### config.mk
export PLATFORM = sky130hd
export DESIGN_NAME = fetch_queue_flat
export DESIGN_NICKNAME = d
export VERILOG_FILES = /design/src/rtl/fetch_queue_if.sv /design/src/rtl/fetch_queue.sv /design/src/flat_wrapper.sv
export SDC_FILE = /design/constraint.sdc
export NUM_CORES = 1
export LEC_CHECK = 0
export ABC_AREA = 1
export CAP_MARGIN = 30
export CORE_MARGIN = 8
export CORE_UTILIZATION = 40
export DETAILED_ROUTE_END_ITERATION = 8
export PLACE_DENSITY = 0.57
export REMOVE_ABC_BUFFERS = 1
export SLEW_MARGIN = 20
export SYNTH_ARGS = -nofsm -noshare
export SYNTH_HDL_FRONTEND = slang
export SYNTH_SLANG_ARGS = --single-unit
### constraint.sdc
create_clock -name clk -period 6.66 [get_ports clk]
set_input_delay 0.999 -clock clk [delete_from_list [all_inputs] [get_ports clk]]
set_output_delay 0.999 -clock clk [all_outputs]
set_load 0.01 [all_outputs]
### src/rtl/fetch_queue_if.sv
// fetch_queue_if: handshake bundle between fetch, the fetch queue and decode.
//   in_valid/in_ready/pc_in/instr_in  : fetch -> queue push side
//   out_valid/out_ready/pc_out/instr_out : queue -> decode pop side
//   count : current occupancy of the queue
// master = fetch/decode side driving the queue, slave = the queue itself.
interface fetch_queue_if #(
  parameter int unsigned ADDR_WIDTH  = 12,
  parameter int unsigned INSTR_WIDTH = 32,
  parameter int unsigned DEPTH       = 4
);
  localparam int unsigned CW = $clog2(DEPTH + 1);

  logic                   in_valid;
  logic                   in_ready;
  logic [ADDR_WIDTH-1:0]  pc_in;
  logic [INSTR_WIDTH-1:0] instr_in;
  logic                   out_valid;
  logic                   out_ready;
  logic [ADDR_WIDTH-1:0]  pc_out;
  logic [INSTR_WIDTH-1:0] instr_out;
  logic [CW-1:0]          count;

  modport master (
    output in_valid, pc_in, instr_in, out_ready,
    input  in_ready, out_valid, pc_out, instr_out, count
  );

  modport slave (
    input  in_valid, pc_in, instr_in, out_ready,
    output in_ready, out_valid, pc_out, instr_out, count
  );
endinterface

### src/rtl/fetch_queue.sv
// fetch_queue: DEPTH-entry circular buffer of {pc, instr} pairs between fetch
// and decode, with valid/ready on both sides and a synchronous flush.
// Ports:
//   clk   : clock, rising edge
//   rst   : synchronous active-high reset
//   flush : synchronous discard of all queued entries (redirect)
//   q     : fetch_queue_if.slave handshake bundle (push side, pop side, count)
// All outputs on q are decoded from registered state only.
module fetch_queue #(
  parameter int unsigned ADDR_WIDTH  = 12,
  parameter int unsigned INSTR_WIDTH = 32,
  parameter int unsigned DEPTH       = 4
) (
  input  logic          clk,
  input  logic          rst,
  input  logic          flush,
  fetch_queue_if.slave  q
);
  localparam int unsigned PW = $clog2(DEPTH);
  localparam int unsigned CW = $clog2(DEPTH + 1);

  typedef struct packed {
    logic [ADDR_WIDTH-1:0]  pc;
    logic [INSTR_WIDTH-1:0] instr;
  } entry_t;

  entry_t        r_mem [DEPTH];
  logic [PW-1:0] r_wr_ptr;
  logic [PW-1:0] r_rd_ptr;
  logic [CW-1:0] r_count;

  logic   w_in_ready;
  logic   w_out_valid;
  logic   w_push;
  logic   w_pop;
  entry_t w_head;

  // Handshake decode; a full queue refuses a push even when popping.
  assign w_in_ready  = (r_count != CW'(DEPTH));
  assign w_out_valid = (r_count != CW'(0));
  assign w_push      = q.in_valid & w_in_ready;
  assign w_pop       = w_out_valid & q.out_ready;
  assign w_head      = r_mem[r_rd_ptr];

  assign q.in_ready  = w_in_ready;
  assign q.out_valid = w_out_valid;
  assign q.pc_out    = w_out_valid ? w_head.pc : '0;
  assign q.instr_out = w_out_valid ? w_head.instr : '0;
  assign q.count     = r_count;

  // Pointer and occupancy state; reset beats flush beats push/pop.
  always_ff @(posedge clk) begin
    if (rst || flush) begin
      r_wr_ptr <= '0;
      r_rd_ptr <= '0;
      r_count  <= '0;
    end else begin
      if (w_push) r_wr_ptr <= r_wr_ptr + PW'(1);
      if (w_pop)  r_rd_ptr <= r_rd_ptr + PW'(1);
      if (w_push && !w_pop)      r_count <= r_count + CW'(1);
      else if (w_pop && !w_push) r_count <= r_count - CW'(1);
    end
  end

  // Entry storage needs no reset; stale slots are masked by r_count.
  always_ff @(posedge clk) begin
    if (!rst && !flush && w_push) begin
      r_mem[r_wr_ptr] <= '{pc: q.pc_in, instr: q.instr_in};
    end
  end
endmodule

### src/flat_wrapper.sv
// flat-port wrapper written by rule: the top's interface ports become plain ports
module fetch_queue_flat 
#(
  parameter int unsigned ADDR_WIDTH  = 12,
  parameter int unsigned INSTR_WIDTH = 32,
  parameter int unsigned DEPTH       = 4
)
  (clk, rst, flush, q_in_valid, q_pc_in, q_instr_in, q_out_ready, q_in_ready, q_out_valid, q_pc_out, q_instr_out, q_count);
  fetch_queue_if #(.ADDR_WIDTH(ADDR_WIDTH), .INSTR_WIDTH(INSTR_WIDTH), .DEPTH(DEPTH)) q_i ();
  input  logic clk;
  input  logic rst;
  input  logic flush;
  input wire logic [$bits(q_i.in_valid)-1:0] q_in_valid;
  input wire logic [$bits(q_i.pc_in)-1:0] q_pc_in;
  input wire logic [$bits(q_i.instr_in)-1:0] q_instr_in;
  input wire logic [$bits(q_i.out_ready)-1:0] q_out_ready;
  output wire logic [$bits(q_i.in_ready)-1:0] q_in_ready;
  output wire logic [$bits(q_i.out_valid)-1:0] q_out_valid;
  output wire logic [$bits(q_i.pc_out)-1:0] q_pc_out;
  output wire logic [$bits(q_i.instr_out)-1:0] q_instr_out;
  output wire logic [$bits(q_i.count)-1:0] q_count;
  assign q_i.in_valid = q_in_valid;
  assign q_i.pc_in = q_pc_in;
  assign q_i.instr_in = q_instr_in;
  assign q_i.out_ready = q_out_ready;
  assign q_in_ready = q_i.in_ready;
  assign q_out_valid = q_i.out_valid;
  assign q_pc_out = q_i.pc_out;
  assign q_instr_out = q_i.instr_out;
  assign q_count = q_i.count;
  fetch_queue #(.ADDR_WIDTH(ADDR_WIDTH), .INSTR_WIDTH(INSTR_WIDTH), .DEPTH(DEPTH)) u_core (.clk(clk), .rst(rst), .flush(flush), .q(q_i));
endmodule
==> metrics.yaml, run 1 <==
outcome: "complete, no violations"
p_int_mw: 1.96
multi_input_area_um2: 1620
peakVddDrop_mv: 0.187
clockBufferDepth: 2
synth.most_common_cell: "nor2_1"
critPathArrivalTime_ps: 2910
drt_wl_total_um: 16500
start_kind: "flop"
start_util_pct: 40.6
row_count: 49
post-place-ws_ps: 2910
maxCapViolCount: 0
area_growth_pct: 24.1
path_clk_slew_ps: 60
cts_setup_buffers: 0
finalClockSkew_ps: 10.6
setup-violations-final: 0
setup_ws_ps: 2750
synth_cell_types: 21
dieHeight_um: 151
synth_area_um2: 7300
highest_layer: "met5"
dr.pass1.iters: 5
synth_cells: 588
synth_common_cells: "nor2_1, edfxtp_1, o21ai_0"
cts-root-buf: "clkbuf_16"
synth_seq_cells: 185
p_per_area_nw_per_um2: 276
grt_pass1_vias: 4794
synth_area_leader_cell: "edfxtp_1"
die_w_um: 151
cts.repair.resized: 0
antenna_found_initial: 2
fillers: 1551
ioPinCount: 98
fin_crit_sh_pct: 58.7
switching_share_pct: 21.7
core-area_um2: 18000
avgSynthCellArea_um2: 12.4
period_minus_slack_ps: 3910
relSlewSlack_pct: 44.3
required_ps: 5660
synthFlopType: "edfxtp_1"
wl_met3_um: 1200
timing.critical_path.fanout_max: 88
drive_gt1_share_pct: 5.92
p_sw_mw: 0.542
synth_top_area_share_pct: 72.4
drt_iter0_drc: 319
insertedDiodeCount: 0
tns_ps: 0
synthArstFlopShare_pct: 0
seqPwrFrac_pct: 52.0
hold_class: "flop to flop"
synth-seq-area-share_pct: 74.9
final-max-slew-violation-count: 0
crit_path_end_kind: "output pin"
hold_violations: 0
io_buffers: 97
grt_setup_unrepaired: "false"
worstMarginPinSlew_ps: 836
clock_latency_ps: 410
drcViolationCount: 0
max_freq_ghz: 0.256
ys_warn_count: 0
worstSetupPathType: "flop to output pin"
cts_tree: "built"
final_nets: 735
grt_use_total_pct: 14.8
post_drt_wl_per_cell_um: 17.8
grt_max_degree: 90
grt.overflow.total: 0
register_area_um2: 5470
die_area_um2: 22800
post-dp-hpwl_um: 9230
gp_congestion: 0.698
h-tree-depth: 4
cts_buffers: 17
via_per_inst: 5.01
synth_edf_count: 176
clock_sinks: 185
leakagePower_nw: 3.02
comb_power_share_pct: 11.4
grt_first_pass_wirelength_um: 25600
antenna_left: 0
cts_hold_repair.buffers: 0
wl_met1_um: 7130
wl_met2_um: 7990
synth_area_leaders: "edfxtp_1, nor2_1, o21ai_0"
p_clk_share_pct: 36.5
via_count: 4616
[flip-flops by register name (all words and copies together) (netlist names), named ones only]
| name | cells |
|---|---|
| u_core.r_rd_ptr | 2 |
| u_core.r_mem | 176 |
| u_core.r_wr_ptr | 2 |
| u_core.q.count | 3 |
[critical path, stage by stage, from the launching register on]
cell and delay (ps):
dfxtp_4 470, buf_16 260, inv_4 630, o21ai_0 210, a21oi_1 310, clkdlybuf4s50_1 600
[cell usage in the layout, fill, tap and decap left out]
| cell | synthesis | routed |
|---|---|---|
| nor2_1 | 188 | 184 |
| inv_4 | 1 | 1 |
| buf_12 | 0 | 3 |
| o21ai_1 | 20 | 20 |
| nand3b_1 | 1 | 1 |
| clkbuf_1 | 9 | 10 |
| clkinvlp_4 | 0 | 1 |
| nand2_1 | 17 | 17 |
| xor2_1 | 1 | 1 |
| dfxtp_1 | 9 | 7 |
| nor2_4 | 0 | 4 |
| inv_2 | 2 | 2 |
| clkinv_2 | 0 | 1 |
| nor2_2 | 1 | 1 |
| buf_16 | 0 | 1 |
| edfxtp_1 | 176 | 176 |
| dfxtp_2 | 0 | 1 |
| a21boi_2 | 1 | 1 |
| clkbuf_8 | 0 | 2 |
| nand3_1 | 4 | 4 |
| clkdlybuf4s50_1 | 0 | 97 |
| clkbuf_16 | 0 | 17 |
| buf_4 | 1 | 4 |
| bufinv_16 | 0 | 1 |
| ha_1 | 5 | 5 |
| o21ai_0 | 68 | 68 |
| inv_1 | 13 | 13 |
| fa_1 | 1 | 1 |
| a21oi_1 | 48 | 48 |
| dfxtp_4 | 0 | 1 |
[cell type report]
type | count | share of cell area (%)
Clock buffer | 29 | 5.42
Clock inverter | 3 | 0.470
Inverter | 16 | 0.691
Multi-Input combinational cell | 355 | 17.8
Sequential cell | 185 | 60.4
Tap cell | 229 | 3.16
Timing Repair Buffer | 105 | 12.0
[power groups by stage]
stage,clock [mW],combinational [mW],sequential (mW)
floorplan,0,0.107,1.33
global placement,0,0.270,1.33
detailed placement,0,0.282,1.33
CTS,0.934,0.284,1.31
global route,0.976,0.311,1.30
finish,0.914,0.285,1.30
[routing by layer]
| metal | up-vias | GRT usage [%] |
|---|---|---|
| li1 | 2244 | - |
| met1 | 2238 | 18.5 |
| met2 | 118 | 24.4 |
| met3 | 12 | 4.51 |
| met4 | 4 | 4.30 |
| met5 | - | 0 |
[stage by stage]
step	power (mW)	utilization, %	hold slack (ps)	instance area (µm²)	instances
floorplan	1.44	-	467	7110	556
global placement	1.60	47.0	475	8440	886
detailed placement	1.61	47.2	492	8480	888
CTS	2.52	50.2	511	9010	920
global route	2.59	50.4	540	9060	922
finish	2.50	50.4	509	9060	922
[kinds of logic after synthesis]
group                    share of synthesized area, %
flip-flops                                       74.9
adder cells (fa/ha/maj)                          1.13
AND/OR/NAND/NOR                                  11.0
XOR/XNOR                                        0.120
buffers and inverters                            3.36
AO/OA/AOI/OAI                                    9.48
[final timing paths]
kind	end	slack, ps	cells past startpoint	start
hold / removal	flop	510	2	u_core.r_rd_ptr[1]$_SDFFE_PP0P_
setup reg to reg	u_core.r_mem[3][37]$_DFFE_PP_	4510	5	u_core.q.count[0]$_SDFFE_PP0P_
hold reg to reg	flop	510	2	u_core.r_rd_ptr[1]$_SDFFE_PP0P_
setup / recovery	q_instr_out[30]	2750	5	flop
(Power assumes the default switching activity.)
==> run 2: changes to the inputs <==
clock period = 3.62 ns   (was 6.66 ns; I/O delays follow)
==> metrics.yaml, run 2 (same netlist as run 1, synthesis figures left out) <==
multi_input_area_um2: 1620  # unchanged
layout_common_cells: "nor2_1, edfxtp_1, clkdlybuf4s50_1, o21ai_0, a21oi_1"  # unchanged
start_util_pct: 40.6  # unchanged
final_nets: 736  # was 735
setup-violations-final: 0  # unchanged
holdPathStages: 2  # unchanged
drt_iter0_drc: 277  # was 319
die_w_um: 151  # unchanged
peakVddDrop_mv: 0.333  # was 0.187 mV
via_per_inst: 5.02  # was 5.01
cts-root-buf: "clkbuf_16"  # unchanged
leakagePower_nw: 3.08  # was 3.02 nW
fin_crit_sh_pct: 87.1
drcViolationCount: 0  # unchanged
finalClockSkew_ps: 5.49  # was 10.6 ps
worstSetupPathType: "flop to output pin"  # unchanged
top_register: "u_core.r_mem"  # unchanged
outcome: "complete, no violations"  # unchanged
dieHeight_um: 151  # unchanged
timing.rr.start: "u_core.q.count[0]$_SDFFE_PP0P_"  # unchanged
clockBufferDepth: 2  # unchanged
cts_tree: "built"  # unchanged
hold_class: "flop to flop"  # unchanged
timing.critical_path.fanout_max: 88  # unchanged
min_to: "u_core.r_wr_ptr[1]$_SDFFE_PP0P_"
period_minus_slack_ps: 3150
max_freq_ghz: 0.317
reg2regPathDepth: 5  # unchanged
antenna_found_initial: 3  # was 2
insertedDiodeCount: 0  # unchanged
hold_violations: 0  # unchanged
tns_ps: 0  # unchanged
final_common_cell: "nor2_1"  # unchanged
io_buffers: 97  # unchanged
cts_buffers: 17  # unchanged
start_kind: "flop"  # unchanged
ioPinCount: 98  # unchanged
dr.pass1.iters: 5  # unchanged
core-area_um2: 18000  # unchanged
r2r-end: "u_core.r_mem[2][19]$_DFFE_PP_"  # was u_core.r_mem[3][37]$_DFFE_PP_
row_count: 49  # unchanged
hold_start: "u_core.r_wr_ptr[1]$_SDFFE_PP0P_"  # was u_core.r_rd_ptr[1]$_SDFFE_PP0P_
largest_reg_flops: 176  # unchanged
cts.repair.resized: 0  # unchanged
crit_path_end_kind: "output pin"  # unchanged
final_area_um2: 9170  # was 9060 µm²
grt_use_total_pct: 14.9  # was 14.8%
critPathArrivalTime_ps: 2610  # was 2910 ps
die_area_um2: 22800  # unchanged
worstMarginPinSlew_ps: 785  # was 836 ps
antenna_left: 0  # unchanged
register_area_um2: 5470  # unchanged
h-tree-depth: 4  # unchanged
area_growth_pct: 25.7  # was 24.1%
drt_wl_total_um: 16400  # was 16,500 µm
final-max-slew-violation-count: 0  # unchanged
wl_met2_um: 7820  # was 7990 µm
fillers: 1510  # was 1,551
wl_met1_um: 6970  # was 7130 µm
drive_gt1_share_pct: 6.35  # was 5.92%
clock_sinks: 185  # unchanged
cts_setup_buffers: 0  # unchanged
gp_congestion: 0.724  # was 0.698
highest_layer: "met5"  # unchanged
utilization_pct: 51.0  # was 50.4%
post_drt_wl_per_cell_um: 17.8  # about the same
wl_met3_um: 1420  # was 1200 µm
grt_pass1_vias: 4691  # was 4,794
relSlewSlack_pct: 47.7  # was 44.3%
placed_cell_area_um2: 8530  # was 8480 µm²
clock_latency_ps: 420  # was 410 ps
p_per_area_nw_per_um2: 534  # was 276 nW/µm²
post-dp-hpwl_um: 9700  # was 9230 µm
grt_setup_unrepaired: "false"  # unchanged
via_count: 4624  # was 4,616
grt_first_pass_wirelength_um: 25400  # was 25,600 µm
grt.overflow.total: 0  # unchanged
required_ps: 3080  # was 5660 ps
cts_hold_repair.buffers: 0  # unchanged
path_clk_slew_ps: 60  # about the same
reg2reg_slack_ps: 1430  # was 4510 ps
grt_max_degree: 89  # was 90
maxCapViolCount: 0  # unchanged
[run 2: worst max-delay path, cell delays in order (launching register included)]
cell and delay, ps:
dfxtp_4 440, inv_4 610, o21ai_0 240, a21oi_1 290, clkdlybuf4s50_1 600
[run 2: worst max path at each step]
stage	cells after the start	endpoint	slack (ps)	startpoint
after floorplan	3	q_pc_out[2]	300	flop
after global placement	5	u_core.r_mem[2][8]$_DFFE_PP_	830	q_in_valid
after detailed placement	5	u_core.r_mem[2][8]$_DFFE_PP_	810	q_in_valid
after CTS	4	q_instr_out[13]	390	flop
after global routing	4	q_instr_out[13]	260	flop
final	4	q_instr_out[13]	470	flop
[run 2: per-layer routing]
layer	up-vias	GRT usage [%]
met2	155	24.3
met5	-	0
met1	2202	18.3
met3	21	4.87
li1	2240	-
met4	6	4.80
[run 2: report_power, final]
| part | switching [mW] | internal (mW) | leakage, nW |
|---|---|---|---|
| Sequential | 0.0172 | 2.38 | 1.66 |
| Combinational | 0.276 | 0.234 | 1.11 |
| Clock | 0.716 | 1.28 | 0.308 |
[run 2: stage by stage]
| stage | cells | power (mW) | hold WS (ps) | setup WS (ps) |
|---|---|---|---|---|
| 4_1_cts | 922 | 4.94 | 521 | 386 |
| 3_3_place_gp | 890 | 2.95 | 472 | 828 |
| 6_report | 922 | 4.90 | 532 | 469 |
| 5_1_grt | 922 | 5.07 | 551 | 264 |
| 2_1_floorplan | 556 | 2.64 | 467 | 304 |
| 3_5_place_dp | 891 | 2.96 | 511 | 813 |
[run 2: layout make-up]
cell class	count	area share [%]
Clock inverter	12	2.22
Tap cell	229	3.13
Timing Repair Buffer	106	12.0
Sequential cell	185	59.7
Multi-Input combinational cell	355	17.6
Inverter	16	0.682
Clock buffer	19	4.72
